$ cat config.mk
export PLATFORM = sky130hd
export DESIGN_NAME = merge_fifo
export DESIGN_NICKNAME = d
export VERILOG_FILES = /design/src/rtl/merge_fifo_pkg.sv /design/src/rtl/merge_fifo_mem.sv /design/src/rtl/merge_fifo.sv
export VERILOG_INCLUDE_DIRS = /design/src /design/src/rtl
export SDC_FILE = /design/constraint.sdc
export NUM_CORES = 1
export LEC_CHECK = 0
export ABC_AREA = 1
export CAP_MARGIN = 5
export CORE_MARGIN = 4
export CORE_UTILIZATION = 30
export DETAILED_ROUTE_END_ITERATION = 10
export HOLD_SLACK_MARGIN = 0.08
export PLACE_DENSITY = 0.5
export SETUP_SLACK_MARGIN = 0.05
export SLEW_MARGIN = 20
export SYNTH_ARGS = -nofsm -noshare
export SYNTH_HDL_FRONTEND = slang
export SYNTH_SLANG_ARGS = --single-unit
$ cat constraint.sdc
create_clock -name clk -period 4.2 [get_ports clk]
set_clock_uncertainty 0.05 [all_clocks]
set_input_delay 0.63 -clock clk [delete_from_list [all_inputs] [get_ports clk]]
set_output_delay 0.63 -clock clk [all_outputs]
set_load 0.05 [all_outputs]
$ cat src/rtl/merge_fifo_defs.vh
// Shared defaults for the merge stage and its downstream elastic buffer.
// Optional statistics outputs are enabled by defining MERGE_FIFO_STATS_EN.
`ifndef MERGE_FIFO_DEFS_VH
`define MERGE_FIFO_DEFS_VH
`define MERGE_FIFO_WIDTH   40
`define MERGE_FIFO_DEPTH   8
`define MERGE_FIFO_SLACK   2
`define MERGE_FIFO_AW(d)   $clog2(d)
`define MERGE_FIFO_STATS_W 32
`endif

$ cat src/rtl/merge_fifo_pkg.sv
// Common types and defaults for merge_fifo; statistics gated by MERGE_FIFO_STATS_EN.
`include "merge_fifo_defs.vh"
package merge_fifo_pkg;
   localparam int DEF_WIDTH = `MERGE_FIFO_WIDTH;
   localparam int DEF_DEPTH = `MERGE_FIFO_DEPTH;
   localparam int DEF_SLACK = `MERGE_FIFO_SLACK;
   localparam int STATS_W   = `MERGE_FIFO_STATS_W;

   typedef enum logic [1:0] {
      OP_NONE = 2'd0,
      OP_PUSH = 2'd1,
      OP_POP  = 2'd2,
      OP_BOTH = 2'd3
   } fifo_op_e;

   function automatic fifo_op_e fifo_op(input logic push, input logic pop);
      return fifo_op_e'({pop, push});
   endfunction
endpackage

$ cat src/rtl/merge_fifo_mem.sv
// DEPTH x WIDTH storage for merge_fifo: one synchronous write port, one asynchronous read port.
module merge_fifo_mem
   import merge_fifo_pkg::*;
#(
   parameter int WIDTH = DEF_WIDTH,
   parameter int DEPTH = DEF_DEPTH,
   localparam int AW   = `MERGE_FIFO_AW(DEPTH)
) (
   input  logic             clk,
   input  logic             we,
   input  logic [AW-1:0]    waddr,
   input  logic [WIDTH-1:0] wdata,
   input  logic [AW-1:0]    raddr,
   output logic [WIDTH-1:0] rdata
);
   logic [WIDTH-1:0] mem_q [DEPTH];

   // Storage write; contents are deliberately not reset.
   always_ff @(posedge clk) begin
      if (we) begin
         mem_q[waddr] <= wdata;
      end
   end

   assign rdata = mem_q[raddr];
endmodule

$ cat src/rtl/merge_fifo.sv
// Elastic FWFT buffer behind the 3:1 merger; pause_up keeps SLACK slots for in-flight beats.
// Define MERGE_FIFO_STATS_EN to add the hwm / beats statistics outputs.
`include "merge_fifo_defs.vh"
module merge_fifo
   import merge_fifo_pkg::*;
#(
   parameter int WIDTH = DEF_WIDTH,
   parameter int DEPTH = DEF_DEPTH,
   parameter int SLACK = DEF_SLACK,
   localparam int AW   = `MERGE_FIFO_AW(DEPTH)
) (
   input  logic             clk,
   input  logic             reset,
   input  logic             vdin,
   input  logic [WIDTH-1:0] din,
   output logic             pause_up,
   output logic             vdout,
   output logic [WIDTH-1:0] dout,
   input  logic             pause_dn,
   output logic             ovf,
`ifdef MERGE_FIFO_STATS_EN
   output logic [AW:0]      hwm,
   output logic [STATS_W-1:0] beats,
`endif
   output logic [AW:0]      count
);
   localparam logic [AW:0]   DEPTH_C  = (AW+1)'(DEPTH);
   localparam logic [AW:0]   THRESH_C = (AW+1)'(DEPTH - SLACK);
   localparam logic [AW-1:0] PTR_ONE  = AW'(1);
   localparam logic [AW:0]   CNT_ONE  = (AW+1)'(1);

   logic            push_s, pop_s, drop_s;
   logic [AW-1:0]   wr_ptr_d, wr_ptr_q, rd_ptr_d, rd_ptr_q;
   logic [AW:0]     count_d, count_q;
   logic            vdout_d, vdout_q, pause_up_d, pause_up_q, ovf_d, ovf_q;

   // Handshake decode and next-state for pointers, occupancy and flags.
   always_comb begin
      pop_s    = vdout_q & ~pause_dn;
      push_s   = vdin & ((count_q < DEPTH_C) | pop_s);
      drop_s   = vdin & ~push_s;
      wr_ptr_d = wr_ptr_q;
      rd_ptr_d = rd_ptr_q;
      count_d  = count_q;
      case (fifo_op(push_s, pop_s))
         OP_PUSH: begin
            wr_ptr_d = wr_ptr_q + PTR_ONE;
            count_d  = count_q + CNT_ONE;
         end
         OP_POP: begin
            rd_ptr_d = rd_ptr_q + PTR_ONE;
            count_d  = count_q - CNT_ONE;
         end
         OP_BOTH: begin
            wr_ptr_d = wr_ptr_q + PTR_ONE;
            rd_ptr_d = rd_ptr_q + PTR_ONE;
         end
         default: begin
            count_d = count_q;
         end
      endcase
      // Flags are registered from next occupancy, so they equal a decode of count_q.
      vdout_d    = (count_d != '0);
      pause_up_d = (count_d >= THRESH_C);
      ovf_d      = ovf_q | drop_s;
   end

   // Control state registers.
   always_ff @(posedge clk or posedge reset) begin
      if (reset) begin
         wr_ptr_q   <= '0;
         rd_ptr_q   <= '0;
         count_q    <= '0;
         vdout_q    <= 1'b0;
         pause_up_q <= 1'b0;
         ovf_q      <= 1'b0;
      end else begin
         wr_ptr_q   <= wr_ptr_d;
         rd_ptr_q   <= rd_ptr_d;
         count_q    <= count_d;
         vdout_q    <= vdout_d;
         pause_up_q <= pause_up_d;
         ovf_q      <= ovf_d;
      end
   end

   merge_fifo_mem #(.WIDTH(WIDTH), .DEPTH(DEPTH)) u_mem (
      .clk   (clk),
      .we    (push_s),
      .waddr (wr_ptr_q),
      .wdata (din),
      .raddr (rd_ptr_q),
      .rdata (dout)
   );

   assign count    = count_q;
   assign vdout    = vdout_q;
   assign pause_up = pause_up_q;
   assign ovf      = ovf_q;

`ifdef MERGE_FIFO_STATS_EN
   logic [AW:0]        hwm_d, hwm_q;
   logic [STATS_W-1:0] beats_d, beats_q;

   // High-water mark and accepted-beat counter next state.
   always_comb begin
      if (count_d > hwm_q) begin
         hwm_d = count_d;
      end else begin
         hwm_d = hwm_q;
      end
      beats_d = beats_q + STATS_W'(push_s);
   end

   // Statistics registers.
   always_ff @(posedge clk or posedge reset) begin
      if (reset) begin
         hwm_q   <= '0;
         beats_q <= '0;
      end else begin
         hwm_q   <= hwm_d;
         beats_q <= beats_d;
      end
   end

   assign hwm   = hwm_q;
   assign beats = beats_q;
`endif
endmodule

==> Word level (Yosys, flattened, before mapping) <==
Memory sizes are Yosys's and may differ from the RTL's.
Cells that the tools add are included.
{ "totals": {"mem_bits_ro": 0, "latchBits": 0, "mem_bits_rw": 320, "mem_count": 1, "inputBits": 44, "ff_bits": 13} }
{ "memory_table": {"columns": ["name", "depth", "word_bits", "rd", "rd_ports_with_merged_regs", "wr", "line_no", "source"], "rows": [
  ["u_mem.mem_q", 8, 40, 1, 0, 1, "merge_fifo_mem.sv:16", "logic [WIDTH-1:0] mem_q [DEPTH];"]
]} }
{ "classes": {"order_cmp": 2, "bitwise_logic": 7, "addsub": 4, "mux": 3, "eq_ne": 3, "shifts": 0, "reduce_logical": 3, "multipliers": 0, "n_div": 0} }
{ "op_table": {"columns": ["op", "count"], "rows": [
  ["$pmux 4 s2", 1],
  ["$add 3x1->3 const B", 2],
  ["$add 4x1->4 const B", 1],
  ["$eq 2x2->1 const B", 2],
  ["$ge 4x3->1 const B", 1],
  ["$lt 4x4->1 const B", 1],
  ["$reduce_bool 4->1", 1],
  ["$reduce_or 2->1", 2],
  ["$sub 4x1->4 const B", 1],
  ["$and 1x1->1", 3],
  ["$eq 2x1->1 const B", 1],
  ["$mux 1", 2],
  ["$not 1->1", 2],
  ["$or 1x1->1", 2]
]} }

==> Logic depth before layout (Yosys ltp) <==
Gate-level depths: netlist (run 1).
{ "logic_depth": {"depth_word": 7, "depth_mapped": 18} }

==> Hierarchy <==
Synthesis (run 1) repeated with hierarchy kept, for this count alone.
{ "hier_totals": {"hier_cells": 1483, "hier_area_um2": 14699.1} }
{ "modules_own_cells": {"columns": ["mod", "instances", "cells_each", "area_per_inst_um2", "seq_area_each_um2"], "rows": [
  ["merge_fifo_mem", 1, 1401, 13998.4, 9609.2],
  ["merge_fifo", 1, 82, 700.7, 325.3]
]} }

==> Worst setup path after synthesis (run 1) <==
Ideal clock, no wire load.
{ "synth_timing": {"path_kind": "flip-flop to flip-flop", "from": "register vdout_q (netlist: vdout)", "to": "memory u_mem.mem_q[0][0] (netlist name), enable pin", "stages_incl_launch_ff": 9, "setup_time_ps": 437, "t_arrival_ps": 3055, "path_slack_ps": 658, "path_buffers": 0, "t_required_ps": 3713, "cell_sequence": "dfrtp_1 -> inv_1 -> nor2_4 -> inv_1 -> nand2_1 -> nand2_1 -> inv_1 -> nand2_1 -> nor2_1"} }
{ "synth_via": {"elab_chain_len": 5} }
{ "synth_lines": {"columns": ["item", "line_no", "source"], "rows": [
  ["start: declaration", "merge_fifo.sv:35", "logic vdout_d, vdout_q, pause_up_d, pause_up_q, ovf_d, ovf_q;"],
  ["start signal: assignment", "merge_fifo.sv:81", "vdout_q <= vdout_d;"],
  ["$and 1x1->1", "merge_fifo.sv:39", "pop_s = vdout_q & ~pause_dn;"],
  ["$or 1x1->1", "merge_fifo.sv:40", "push_s = vdin & ((count_q < DEPTH_C) | pop_s);"],
  ["$and 1x1->1", "merge_fifo.sv:40", null],
  ["$mux 1", "merge_fifo_mem.sv:20", "if (we) begin"],
  ["$mux 1 (implied by the code)", "merge_fifo_mem.sv:21", "mem_q[waddr] <= wdata;"],
  ["end: declaration", "merge_fifo_mem.sv:16", null]
]} }
No other way between the ends.

==> Worst setup path in the final report (run 1) <==
{ "layout_timing": {"from": "register rd_ptr_q[1]", "to": "output port dout[27]"} }
{ "layout_via": {"elab_chain_len": 1} }
{ "layout_lines": {"columns": ["item", "line_no", "source"], "rows": [
  ["start: declaration", "merge_fifo.sv:33", "logic [AW-1:0] wr_ptr_d, wr_ptr_q, rd_ptr_d, rd_ptr_q;"],
  ["start signal: assignment", "merge_fifo.sv:79", "rd_ptr_q <= rd_ptr_d;"],
  ["$mem_v2 8x40", null, null],
  ["end: declaration", "merge_fifo.sv:18", "output logic [WIDTH-1:0] dout,"]
]} }
No other way between the ends.

==> impl_metrics.yaml, run 1 <==
outcome:
  outcome: "completed"
synthesis:
  synth_cell_types: 24
  ys_seq_elements: 333
  netlist.area_leader.share: 0.7262
  syn_inst: 914
  syn-num-nets: 965
  synth_warnings: 0
  synth.top_cells.by_area: "edfxtp_1 (73%), mux2i_1 (6.1%), nand2_1 (4.3%)"
  avgSynthCellArea_um2: 14.48
  synth_top_cell_by_area: "edfxtp_1"
  ys_seq_area_frac: 0.7508
  synthesis.area_um2: 13230
worst_setup_path:
  criticalPathCategory: "reg2out"
  worstPathMaxFanout: 72
  start_kind: "register"
  crit_path_end_kind: "output pin"
  arrival_ns: 3.14
  required_ns: 3.52
routing:
  route.met2.wl_um: 14010
  dr.pass1.iters: 4
  maxUsedRoutingLayer: "met5"
  dr_total_vias: 7547
  routedWlPerCell_um: 18.57
  drtIter0Drc: 466
  met3WireLength_um: 1462
  ant_nets: 0
  drt-total-wl_um: 30110
  drt-met1-wl_um: 14110
  viasPerCell: 4.653
  drc_errors: 0
global_route:
  overflow: 0
  grtUsageTotal: 0.1242
  grt_max_degree: 73
  grt_pass1_vias: 7583
  antenna_found_initial: 2
  grt_first_pass_wirelength_um: 45710
sta:
  fmax_mhz: 261.9
  grt_setup_unrepaired: "false"
  hold_violations: 0
  period_share: 0.9092
  slew_headroom: 0.4836
  min_period_ns: 3.819
  setup_viol: 0
  slew_violations: 0
  final.setup.tns_ns: 0
  worst_pin_slew_ns: 0.7746
cts:
  clkTransAtPathRegs_ns: 0.06
  hold_buffers: 0
  cts_sinks: 333
  insertion_delay_ns: 0.51
  cts_setup_buffers: 0
  htree_levels: 2
  cts_resized: 0
  clockBufferDepth: 3
  numCtsBuffers: 36
  clockRootBuffer: "clkbuf_16"
  cts_tree: "built"
power_and_ir_drop:
  combPwrFrac: 0.409
  cellLeakagePower_nw: 5.525
  p_switching_w: 0.004907
  power.clock.fraction: 0.238
  p_per_area_nw_per_um2: 778.3
  p_int_w: 0.007509
  irDropWorstVdd_v: 0.0005437
  swShare: 0.3952
  power_frac_seq: 0.353
min_path:
  worstHoldPathType: "in2async"
final_layout:
  layout.nets: 1064
  fin_area_um2: 15950
  layout-drive-gt1-share: 0.07907
  num_antenna_cells: 0
  postLayoutCoreUtil: 0.3679
  synthToLayoutAreaGrowth_pct: 20.57
die:
  die_h_um: 218.0
  die_area_um2: 47530
  fp-row-count: 76
  initial_core_util: 0.3051
  core_um2: 43360
  die_width_um: 218.0
  ios: 91
placement:
  hpwl_um: 16620
  gp_congestion: 0.6919
  dpl_cell_area_um2: 14870
  io_buffers: 90
run:
  drv_cap: 0
[critical path, cell delays in order (launching register included)]
cell and delay [ns]:
dfrtp_4 0.90, buf_4 0.35, o21ai_0 0.12, o22ai_1 0.20, nand2_1 0.07, nand2_1 0.11
clkdlybuf4s50_1 0.82
[Yosys cell counts]
master,n
edfxtp_1,320
nand2_1,151
nor2_1,93
o21ai_0,81
mux2i_1,80
o22ai_1,80
buf_2,22
clkbuf_1,18
inv_1,16
dfrtp_1,13
buf_12,9
ha_1,7
nand3_1,6
xor2_1,5
buf_4,2
buf_6,2
o21ai_1,2
a21oi_1,1
a31o_2,1
clkinv_1,1
inv_2,1
nor2_4,1
or2_2,1
xnor2_1,1
[worst paths after layout]
kind | start | to | slack [ns] | depth (start not counted)
worst min register to register | ovf | ovf | 0.44 | 1
max in group asynchronous | reset | rd_ptr_q[1] | 3.27 | 2
worst max-delay path | rd_ptr_q[1] | dout[27] | 0.38 | 6
worst min-delay path | reset | count[0] | 0.42 | 2
min in group clk | ovf | ovf | 0.44 | 1
worst max register to register | vdout | u_mem.mem_q[4][35] | 1.75 | 9
[cells by family after synthesis]
group | Yosys count | synth area share
adders and majority gates | 7 | 0.006619
DFF | 333 | 0.7508
muxes | 80 | 0.06052
buffers and inverters | 71 | 0.03499
AOI/OAI and AO/OA | 165 | 0.07026
and+or+nand+nor | 252 | 0.07281
xor gates and xnor gates | 6 | 0.003972
[layout by cell type, fill, tap and decap left out, types with 2 or more instances in the layout]
cell and instances:
o21ai_0 81, edfxtp_1 320, inv_1 16, xor2_1 5, buf_12 12, dfrtp_4 2, clkinv_1 8, clkbuf_1 12
o21ai_1 2, dfrtp_1 10, o22ai_1 80, nor2_1 85, clkinv_2 2, mux2i_1 80, inv_6 2, clkbuf_16 37
buf_4 12, nand3_1 6, nor2_4 9, clkdlybuf4s50_1 90, nand2_1 151, ha_1 7, bufinv_16 2
[final cells by class]
type	instances	area, µm²
Clock inverter	13	112.6
Sequential cell	333	9943
Multi-Input combinational cell	510	2894
Inverter	18	68.82
Fill cell	4166	27410
Tap cell	585	732.0
Clock buffer	49	970.9
Timing Repair Buffer	114	1231
[power groups by stage]
stage | Clock, W | Combinational, W | Sequential (W)
5_1_grt | 0.00318 | 0.00551 | 0.00444
4_1_cts | 0.00305 | 0.00519 | 0.00439
3_5_place_dp | 0 | 0.00516 | 0.00446
3_3_place_gp | 0 | 0.00515 | 0.00445
6_report | 0.00296 | 0.00508 | 0.00439
2_1_floorplan | 0 | 0.00362 | 0.00440
[stage by stage]
stage	hold WS [ns]	instances	setup WS (ns)	total power, W
6_report	0.4152	1622	0.3812	0.01242
3_5_place_dp	0.4270	1560	0.9180	0.009623
3_3_place_gp	0.4577	1560	0.9332	0.009598
2_1_floorplan	0.4570	914	0.6576	0.008021
4_1_cts	0.4162	1622	0.3159	0.01263
5_1_grt	0.4470	1622	0.1978	0.01312
[state kept, by name, indices dropped and copies added, names as in the netlist]
| register | cells |
|---|---|
| count | 4 |
| ovf | 1 |
| pause_up | 1 |
| rd_ptr_q | 3 |
| u_mem.mem_q | 320 |
| vdout | 1 |
| wr_ptr_q | 3 |
[per-layer routing]
layer,vias up,GRT usage
met2,139,0.1964
met5,-,0
met1,3777,0.1736
li1,3586,-
met4,4,0.03033
met3,41,0.02996
Power figures use the tool's default switching activity.
==> run 2: changes to the inputs <==
--- a/config.mk
+++ b/config.mk
@@ -14,7 +14,6 @@
 export HOLD_SLACK_MARGIN = 0.08
 export PLACE_DENSITY = 0.5
 export SETUP_SLACK_MARGIN = 0.05
-export SLEW_MARGIN = 20
 export SYNTH_ARGS = -nofsm -noshare
 export SYNTH_HDL_FRONTEND = slang
 export SYNTH_SLANG_ARGS = --single-unit
==> results of run 2 <==
The final DEF is identical to that of run 1; final timing and power are the same.
